File: config.mk
export PLATFORM = sky130hd
export DESIGN_NAME = uart_tx_arb_flat
export DESIGN_NICKNAME = d
export VERILOG_FILES = /design/src/rtl/uart_arb_pkg.sv /design/src/rtl/uart_tx_arb_if.sv /design/src/rtl/uart_rr_pick.sv /design/src/rtl/uart_tx_arb.sv /design/src/flat_wrapper.sv
export SDC_FILE = /design/constraint.sdc
export NUM_CORES = 1
export LEC_CHECK = 0
export ABC_CLOCK_PERIOD_IN_PS = 2400
export CAP_MARGIN = 25
export CORE_MARGIN = 4
export CORE_UTILIZATION = 45
export DETAILED_ROUTE_END_ITERATION = 16
export GPL_TIMING_DRIVEN = 0
export PLACE_DENSITY = 0.9
export SYNTH_ARGS = -nofsm -noshare
export SYNTH_HDL_FRONTEND = slang
export SYNTH_SLANG_ARGS = --single-unit
File: constraint.sdc
create_clock -name clk -period 2.4 [get_ports clk]
set_clock_uncertainty 0.1 [all_clocks]
set_input_delay 0.48 -clock clk [delete_from_list [all_inputs] [get_ports clk]]
set_output_delay 0.48 -clock clk [all_outputs]
set_load 0.02 [all_outputs]
File: src/rtl/uart_arb_pkg.sv
// Shared types and defaults for the UART transmit arbiter.
package uart_arb_pkg;

  typedef enum logic [1:0] {
    IDLE,
    SEND,
    WAIT,
    HOLD
  } arb_state_e;

  localparam int N_REQ_DEF   = 4;
  localparam int HOLD_TO_DEF = 1024;
  localparam int BYTE_W      = 8;

endpackage

File: src/rtl/uart_tx_arb_if.sv
// Requester and transmitter signals of the UART arbiter; slave = arbiter side.
interface uart_tx_arb_if #(
  parameter int N_REQ = 4
);
  import uart_arb_pkg::*;

  localparam int OWNER_W = $clog2(N_REQ);

  logic [N_REQ-1:0]        req;
  logic [N_REQ*BYTE_W-1:0] req_data;
  logic [N_REQ-1:0]        req_last;
  logic [N_REQ-1:0]        ack;
  logic                    tx_start;
  logic [BYTE_W-1:0]       tx_data;
  logic                    tx_busy;
  logic                    tx_end;
  logic                    busy;
  logic [OWNER_W-1:0]      owner;
  logic                    owner_vld;
  logic                    to_err;

  modport slave (
    input  req, req_data, req_last, tx_busy, tx_end,
    output ack, tx_start, tx_data, busy, owner, owner_vld, to_err
  );

  modport master (
    output req, req_data, req_last, tx_busy, tx_end,
    input  ack, tx_start, tx_data, busy, owner, owner_vld, to_err
  );

endinterface

File: src/rtl/uart_rr_pick.sv
// Combinational round-robin picker: first set bit of req at or above rr_ptr, with wrap.
module uart_rr_pick #(
  parameter int N_REQ   = 4,
  parameter int OWNER_W = $clog2(N_REQ)
) (
  input  logic [N_REQ-1:0]   req,
  input  logic [OWNER_W-1:0] rr_ptr,
  output logic [OWNER_W-1:0] gnt_idx,
  output logic               gnt_vld
);

  logic [OWNER_W:0] cand;

  always_comb begin
    gnt_idx = '0;
    gnt_vld = 1'b0;
    cand    = '0;
    for (int off = 0; off < N_REQ; off++) begin
      cand = {1'b0, rr_ptr} + (OWNER_W+1)'(off);
      if (cand >= (OWNER_W+1)'(N_REQ)) begin
        cand = cand - (OWNER_W+1)'(N_REQ);
      end
      if (!gnt_vld && req[cand[OWNER_W-1:0]]) begin
        gnt_vld = 1'b1;
        gnt_idx = cand[OWNER_W-1:0];
      end
    end
  end

endmodule

File: src/rtl/uart_tx_arb.sv
// Round-robin sharing of one UART transmitter; req in IDLE -> tx_start after 2 cycles.
// Waits in SEND while tx_busy; locked messages keep ownership through HOLD until timeout.
module uart_tx_arb
  import uart_arb_pkg::*;
#(
  parameter int N_REQ   = N_REQ_DEF,
  parameter int HOLD_TO = HOLD_TO_DEF
) (
  input  logic         clk,
  input  logic         rst,
  uart_tx_arb_if.slave bus
);

  localparam int OWNER_W = $clog2(N_REQ);
  localparam int CNT_W   = $clog2(HOLD_TO);

  arb_state_e         state_q, state_d;
  logic [OWNER_W-1:0] owner_q, owner_d;
  logic               owner_vld_q, owner_vld_d;
  logic [OWNER_W-1:0] rr_ptr_q, rr_ptr_d;
  logic               lock_q, lock_d;
  logic [CNT_W-1:0]   hold_cnt_q, hold_cnt_d;
  logic [N_REQ-1:0]   ack_q, ack_d;
  logic               tx_start_q, tx_start_d;
  logic [BYTE_W-1:0]  tx_data_q, tx_data_d;
  logic               to_err_q, to_err_d;
  logic               busy_q, busy_d;

  logic               gnt_vld;
  logic [OWNER_W-1:0] gnt_idx;
  logic               own_req;
  logic               own_last;
  logic [BYTE_W-1:0]  own_byte;
  logic               release_own;
  logic [OWNER_W-1:0] next_ptr;

  uart_rr_pick #(
    .N_REQ  (N_REQ),
    .OWNER_W(OWNER_W)
  ) u_pick (
    .req    (bus.req),
    .rr_ptr (rr_ptr_q),
    .gnt_idx(gnt_idx),
    .gnt_vld(gnt_vld)
  );

  always_comb begin
    own_req  = 1'b0;
    own_last = 1'b0;
    own_byte = '0;
    for (int i = 0; i < N_REQ; i++) begin
      if (owner_q == OWNER_W'(i)) begin
        own_req  = bus.req[i];
        own_last = bus.req_last[i];
        own_byte = bus.req_data[i*BYTE_W +: BYTE_W];
      end
    end
  end

  assign next_ptr = (owner_q == OWNER_W'(N_REQ-1)) ? '0 : owner_q + OWNER_W'(1);

  always_comb begin
    state_d     = state_q;
    owner_d     = owner_q;
    owner_vld_d = owner_vld_q;
    rr_ptr_d    = rr_ptr_q;
    lock_d      = lock_q;
    hold_cnt_d  = hold_cnt_q;
    ack_d       = '0;
    tx_start_d  = 1'b0;
    tx_data_d   = '0;
    to_err_d    = 1'b0;
    release_own = 1'b0;

    case (state_q)
      IDLE: begin
        if (gnt_vld) begin
          owner_d     = gnt_idx;
          owner_vld_d = 1'b1;
          state_d     = SEND;
        end
      end
      SEND: begin
        if (!own_req) begin
          release_own = 1'b1;
        end else if (!bus.tx_busy) begin
          tx_start_d     = 1'b1;
          tx_data_d      = own_byte;
          ack_d[owner_q] = 1'b1;
          lock_d         = ~own_last;
          state_d        = WAIT;
        end
      end
      WAIT: begin
        // The transmitter cannot finish in the same cycle it is being started.
        if (bus.tx_end && !tx_start_q) begin
          if (lock_q) begin
            state_d    = HOLD;
            hold_cnt_d = '0;
          end else begin
            release_own = 1'b1;
          end
        end
      end
      HOLD: begin
        if (own_req) begin
          state_d = SEND;
        end else if (hold_cnt_q == CNT_W'(HOLD_TO-1)) begin
          to_err_d    = 1'b1;
          release_own = 1'b1;
        end else begin
          hold_cnt_d = hold_cnt_q + CNT_W'(1);
        end
      end
      default: state_d = IDLE;
    endcase

    if (release_own) begin
      state_d     = IDLE;
      owner_d     = '0;
      owner_vld_d = 1'b0;
      rr_ptr_d    = next_ptr;
      lock_d      = 1'b0;
    end

    busy_d = (state_d != IDLE);
  end

  always_ff @(posedge clk or negedge rst) begin
    if (!rst) begin
      state_q     <= IDLE;
      owner_q     <= '0;
      owner_vld_q <= 1'b0;
      rr_ptr_q    <= '0;
      lock_q      <= 1'b0;
      hold_cnt_q  <= '0;
      ack_q       <= '0;
      tx_start_q  <= 1'b0;
      tx_data_q   <= '0;
      to_err_q    <= 1'b0;
      busy_q      <= 1'b0;
    end else begin
      state_q     <= state_d;
      owner_q     <= owner_d;
      owner_vld_q <= owner_vld_d;
      rr_ptr_q    <= rr_ptr_d;
      lock_q      <= lock_d;
      hold_cnt_q  <= hold_cnt_d;
      ack_q       <= ack_d;
      tx_start_q  <= tx_start_d;
      tx_data_q   <= tx_data_d;
      to_err_q    <= to_err_d;
      busy_q      <= busy_d;
    end
  end

  assign bus.ack       = ack_q;
  assign bus.tx_start  = tx_start_q;
  assign bus.tx_data   = tx_data_q;
  assign bus.busy      = busy_q;
  assign bus.owner     = owner_q;
  assign bus.owner_vld = owner_vld_q;
  assign bus.to_err    = to_err_q;

endmodule

File: src/flat_wrapper.sv
// flat-port wrapper written by rule: the top's interface ports become plain ports
module uart_tx_arb_flat import uart_arb_pkg::*;
#(
  parameter int N_REQ   = N_REQ_DEF,
  parameter int HOLD_TO = HOLD_TO_DEF
)
  (clk, rst, bus_req, bus_req_data, bus_req_last, bus_tx_busy, bus_tx_end, bus_ack, bus_tx_start, bus_tx_data, bus_busy, bus_owner, bus_owner_vld, bus_to_err);
  uart_tx_arb_if #(.N_REQ(N_REQ)) bus_i ();
  input  logic clk;
  input  logic rst;
  input wire logic [$bits(bus_i.req)-1:0] bus_req;
  input wire logic [$bits(bus_i.req_data)-1:0] bus_req_data;
  input wire logic [$bits(bus_i.req_last)-1:0] bus_req_last;
  input wire logic [$bits(bus_i.tx_busy)-1:0] bus_tx_busy;
  input wire logic [$bits(bus_i.tx_end)-1:0] bus_tx_end;
  output wire logic [$bits(bus_i.ack)-1:0] bus_ack;
  output wire logic [$bits(bus_i.tx_start)-1:0] bus_tx_start;
  output wire logic [$bits(bus_i.tx_data)-1:0] bus_tx_data;
  output wire logic [$bits(bus_i.busy)-1:0] bus_busy;
  output wire logic [$bits(bus_i.owner)-1:0] bus_owner;
  output wire logic [$bits(bus_i.owner_vld)-1:0] bus_owner_vld;
  output wire logic [$bits(bus_i.to_err)-1:0] bus_to_err;
  assign bus_i.req = bus_req;
  assign bus_i.req_data = bus_req_data;
  assign bus_i.req_last = bus_req_last;
  assign bus_i.tx_busy = bus_tx_busy;
  assign bus_i.tx_end = bus_tx_end;
  assign bus_ack = bus_i.ack;
  assign bus_tx_start = bus_i.tx_start;
  assign bus_tx_data = bus_i.tx_data;
  assign bus_busy = bus_i.busy;
  assign bus_owner = bus_i.owner;
  assign bus_owner_vld = bus_i.owner_vld;
  assign bus_to_err = bus_i.to_err;
  uart_tx_arb #(.N_REQ(N_REQ), .HOLD_TO(HOLD_TO)) u_core (.clk(clk), .rst(rst), .bus(bus_i));
endmodule
==> flow_summary.yaml <==
floorplan:
  fp.dieArea_um2: 5139
  ios: 62
  rows: 22
  die_width_um: 71.69
  placeable_core_region_um2: 3799
  die_height_um: 71.69
  floorplan.initialDensity: 0.4806
worst_setup_path:
  crit_cells: 8
  path_cells: "ha_2 -> nand3b_1 -> a211oi_4 -> nand2_1 -> or3_1 -> buf_4 -> inv_4 -> and2_1"
  timing.critical_path.from_type: "register"
  cp.required_ns: 2.52
  cell_family_contributing_the_most_delay_on_the_critical_path: "simple AND/OR/NAND/NOR gates"
  capturing_element_type_of_the_critical_path: "register"
  worst-setup-path-type: "register to register"
  critPathBufInv: 2
  crit_arrival_ns: 2.48
  cp_slowest_stage_delay_ns: 0.46
  cp_max_fo: 10
  crit_path_top_delay_cell: "sky130_fd_sc_hd__dfrtp_2"
  r2r_cells: 8
power:
  post-layout-total-power_uw: 2589
  leakage_power_summed_over_all_cells_uw: 0.001091
  power_density_nw_per_um2: 966.4
  seq_power_share: 0.309
  net_switching_power_uw: 1056
  clkPwrFrac: 0.162
  comb_power_share: 0.529
  switching_share: 0.4077
  vdd.ir_drop.worst_mv: 0.6607
  power.internal_uw: 1533
routing:
  wl_per_cell_um: 16.55
  dr.first_iter.drc_count: 131
  postRouteWirelength_mm: 5.246
  avgViaCountPerCell: 5.763
  route.detailed.drc: 0
  via_count: 1827
  detail_route.first_pass.iterations: 4
  detail-route-antenna-nets: 0
clocking:
  worst_setup_hold_path_clk_slew_ns: 0.07
  clk_root_buffer_cell: "sky130_fd_sc_hd__clkbuf_8"
  cts_htree_levels: 2
  cts.path.max_buffers: 2
  clock_tree_from_tritoncts: "built"
  tritoncts.num_buffers: 5
  cts_sinks: 33
  worstSkewPairLatency_ns: 0.29
sta:
  setup_viol: 0
  worst_slew_pin_slew_ns: 0.7185
  final_min_period_over_clock_period: 0.9851
  timing.slew.headroom: 0.5210
  maxClockFrequency_mhz: 423.0
  final_max_slew_viols: 0
  final-hold-violation-count: 0
  timing.final.crit_period_ns: 2.364
  grt_setup_unrepaired: "yes"
  hold-worst-slack_ns: 0.1444
global_route:
  grt_pass1_vias: 1855
  grt_total_ovfl: 0
  grt_start_max_net_pins: 34
  grt_usage: 0.2035
  grt_antenna_before_repair: 0
  wire_length_of_the_first_global_routing_pass_mm: 8.231
finish:
  drive_gt1_frac: 0.1152
  antenna-diode-count: 0
  final_standard_cell_area_without_fillers_um2: 2679
  area_growth_syn_to_layout_pct: 46.74
  nets: 318
  final_core_utilization: 0.7052
  fillerInstances: 270
synthesis:
  syn-mean-instance-area_um2: 9.314
  async_reset_ff_frac: 1.000
  post_synth_edffs: 0
  seq_area_frac_synth: 0.4524
  yosys_most_used_dff: "sky130_fd_sc_hd__dfrtp_1"
  yosys_warnings: 0
  syn_inst_count: 196
  synth.net_count: 245
  synth-seq-cells: 33
  synth.cell_area_um2: 1826
  ys_types: 45
run:
  drv.max_cap_violation_count: 0
place:
  dpl_cell_area_um2: 2491
  dp_wirelength_mm: 3.559
  place.port_buffers: 61
  routabilityCongestion: 0.8129
outcome:
  run_status: "finished, final reports clean"
hold_path:
  worstHoldPathType: "primary input to asynchronous set/reset pin"
==> stage by stage <==
step	setup WS (ns)	setup TNS (ns)	instances
4_1_cts	0.004191	0	314
2_1_floorplan	0.08627	0	196
3_5_place_dp	-0.3236	-5.436	305
5_1_grt	-0.04199	-0.1509	317
3_3_place_gp	-0.2852	-4.289	305
6_report	0.03577	0	317
==> cell usage after synthesis, drive strengths merged (2+ instances only) <==
master,n,area [µm²]
dfrtp,33,825.8
a21oi,17,85.08
nand2,13,48.80
nor2,13,48.80
nor2b,11,68.82
nor3,11,55.05
o21ai,10,50.05
a221oi,9,78.83
inv,9,33.78
clkbuf,6,22.52
and2,5,31.28
ha,5,62.56
nand3,5,25.02
buf,4,17.52
o31ai,4,30.03
or3,4,25.02
nand2b,3,18.77
o2bb2ai,3,26.28
or4,3,22.52
a2111oi,2,17.52
a211oi,2,25.02
a221o,2,20.02
o41ai,2,17.52
==> final timing paths <==
path | start | endpoint | slack, ns
hold / removal | rst | u_core.bus.busy | 0.14
hold reg to reg | u_core.hold_cnt_q[1] | u_core.hold_cnt_q[1] | 0.42
max in group asynchronous | rst | u_core.bus.owner[0] | 1.55
setup / recovery | u_core.bus.owner[0] | u_core.bus.ack[3] | 0.04
min in group clk | u_core.hold_cnt_q[1] | u_core.hold_cnt_q[1] | 0.42
setup reg to reg | u_core.bus.owner[0] | u_core.bus.ack[3] | 0.04
==> layout make-up <==
| cell class | instances | area (µm²) | area share |
|---|---|---|---|
| Tap cell | 48 | 60.06 | 0.02242 |
| Timing Repair Buffer | 66 | 648.1 | 0.2419 |
| Buffer | 10 | 42.54 | 0.01588 |
| Multi-Input combinational cell | 144 | 977.2 | 0.3648 |
| Inverter | 9 | 36.28 | 0.01355 |
| Sequential cell | 33 | 828.3 | 0.3092 |
| Clock buffer | 7 | 86.33 | 0.03223 |
==> repair_timing <==
item,4_1_cts,5_1_grt
setup endpoints to repair,11,27
hold buffers,0,0
setup buffers,2,3
pin swaps,2,3
resized for setup,4,16
==> layout by cell type (no fill, tap or decap), types with 4 or more instances in the layout <==
cell type / instances
sky130_fd_sc_hd__nor2b_1: 11
sky130_fd_sc_hd__nor3_1: 11
sky130_fd_sc_hd__clkdlybuf4s50_1: 58
sky130_fd_sc_hd__or3_1: 4
sky130_fd_sc_hd__clkbuf_1: 7
sky130_fd_sc_hd__and2_1: 5
sky130_fd_sc_hd__o21ai_0: 10
sky130_fd_sc_hd__a221oi_1: 9
sky130_fd_sc_hd__nor2_1: 13
sky130_fd_sc_hd__clkbuf_8: 6
sky130_fd_sc_hd__inv_1: 7
sky130_fd_sc_hd__buf_4: 6
sky130_fd_sc_hd__ha_2: 4
sky130_fd_sc_hd__dfrtp_1: 31
sky130_fd_sc_hd__nand2_1: 13
sky130_fd_sc_hd__nand3_1: 5
sky130_fd_sc_hd__a21oi_1: 17
==> logic make-up (layout without fill, tap and decap cells) <==
| logic type | after synthesis | count (layout) | synth area share |
|---|---|---|---|
| simple gates | 76 | 76 | 0.2214 |
| compound gates | 60 | 60 | 0.2351 |
| flops | 33 | 33 | 0.4524 |
| buf+inv | 19 | 92 | 0.04044 |
| fa+ha+maj | 5 | 5 | 0.03427 |
| mux | 2 | 2 | 0.01165 |
| xor+xnor | 1 | 1 | 0.004799 |
==> layer usage <==
layer	track usage	vias up	routed length (µm)
li1	-	862	-
met1	0.2240	842	1941
met2	0.3480	97	2539
met3	0.08696	26	546
met4	0.07516	0	220
met5	0	-	0
==> state kept, by name (all words and copies together), names as in the netlist <==
register	flops
u_core.bus.ack	4
u_core.bus.busy	1
u_core.bus.owner	2
u_core.bus.owner_vld	1
u_core.bus.to_err	1
u_core.bus.tx_data	8
u_core.bus.tx_start	1
u_core.hold_cnt_q	10
u_core.lock_q	1
u_core.rr_ptr_q	2
u_core.state_q	2
==> power groups by stage <==
stage,sequential [µW],combinational (µW),clock [µW]
2_1_floorplan,857,721,0
3_3_place_gp,791,1180,0
3_5_place_dp,789,1210,0
4_1_cts,787,1260,428
5_1_grt,817,1500,457
6_report,799,1370,420
(Power assumes the default switching activity.)
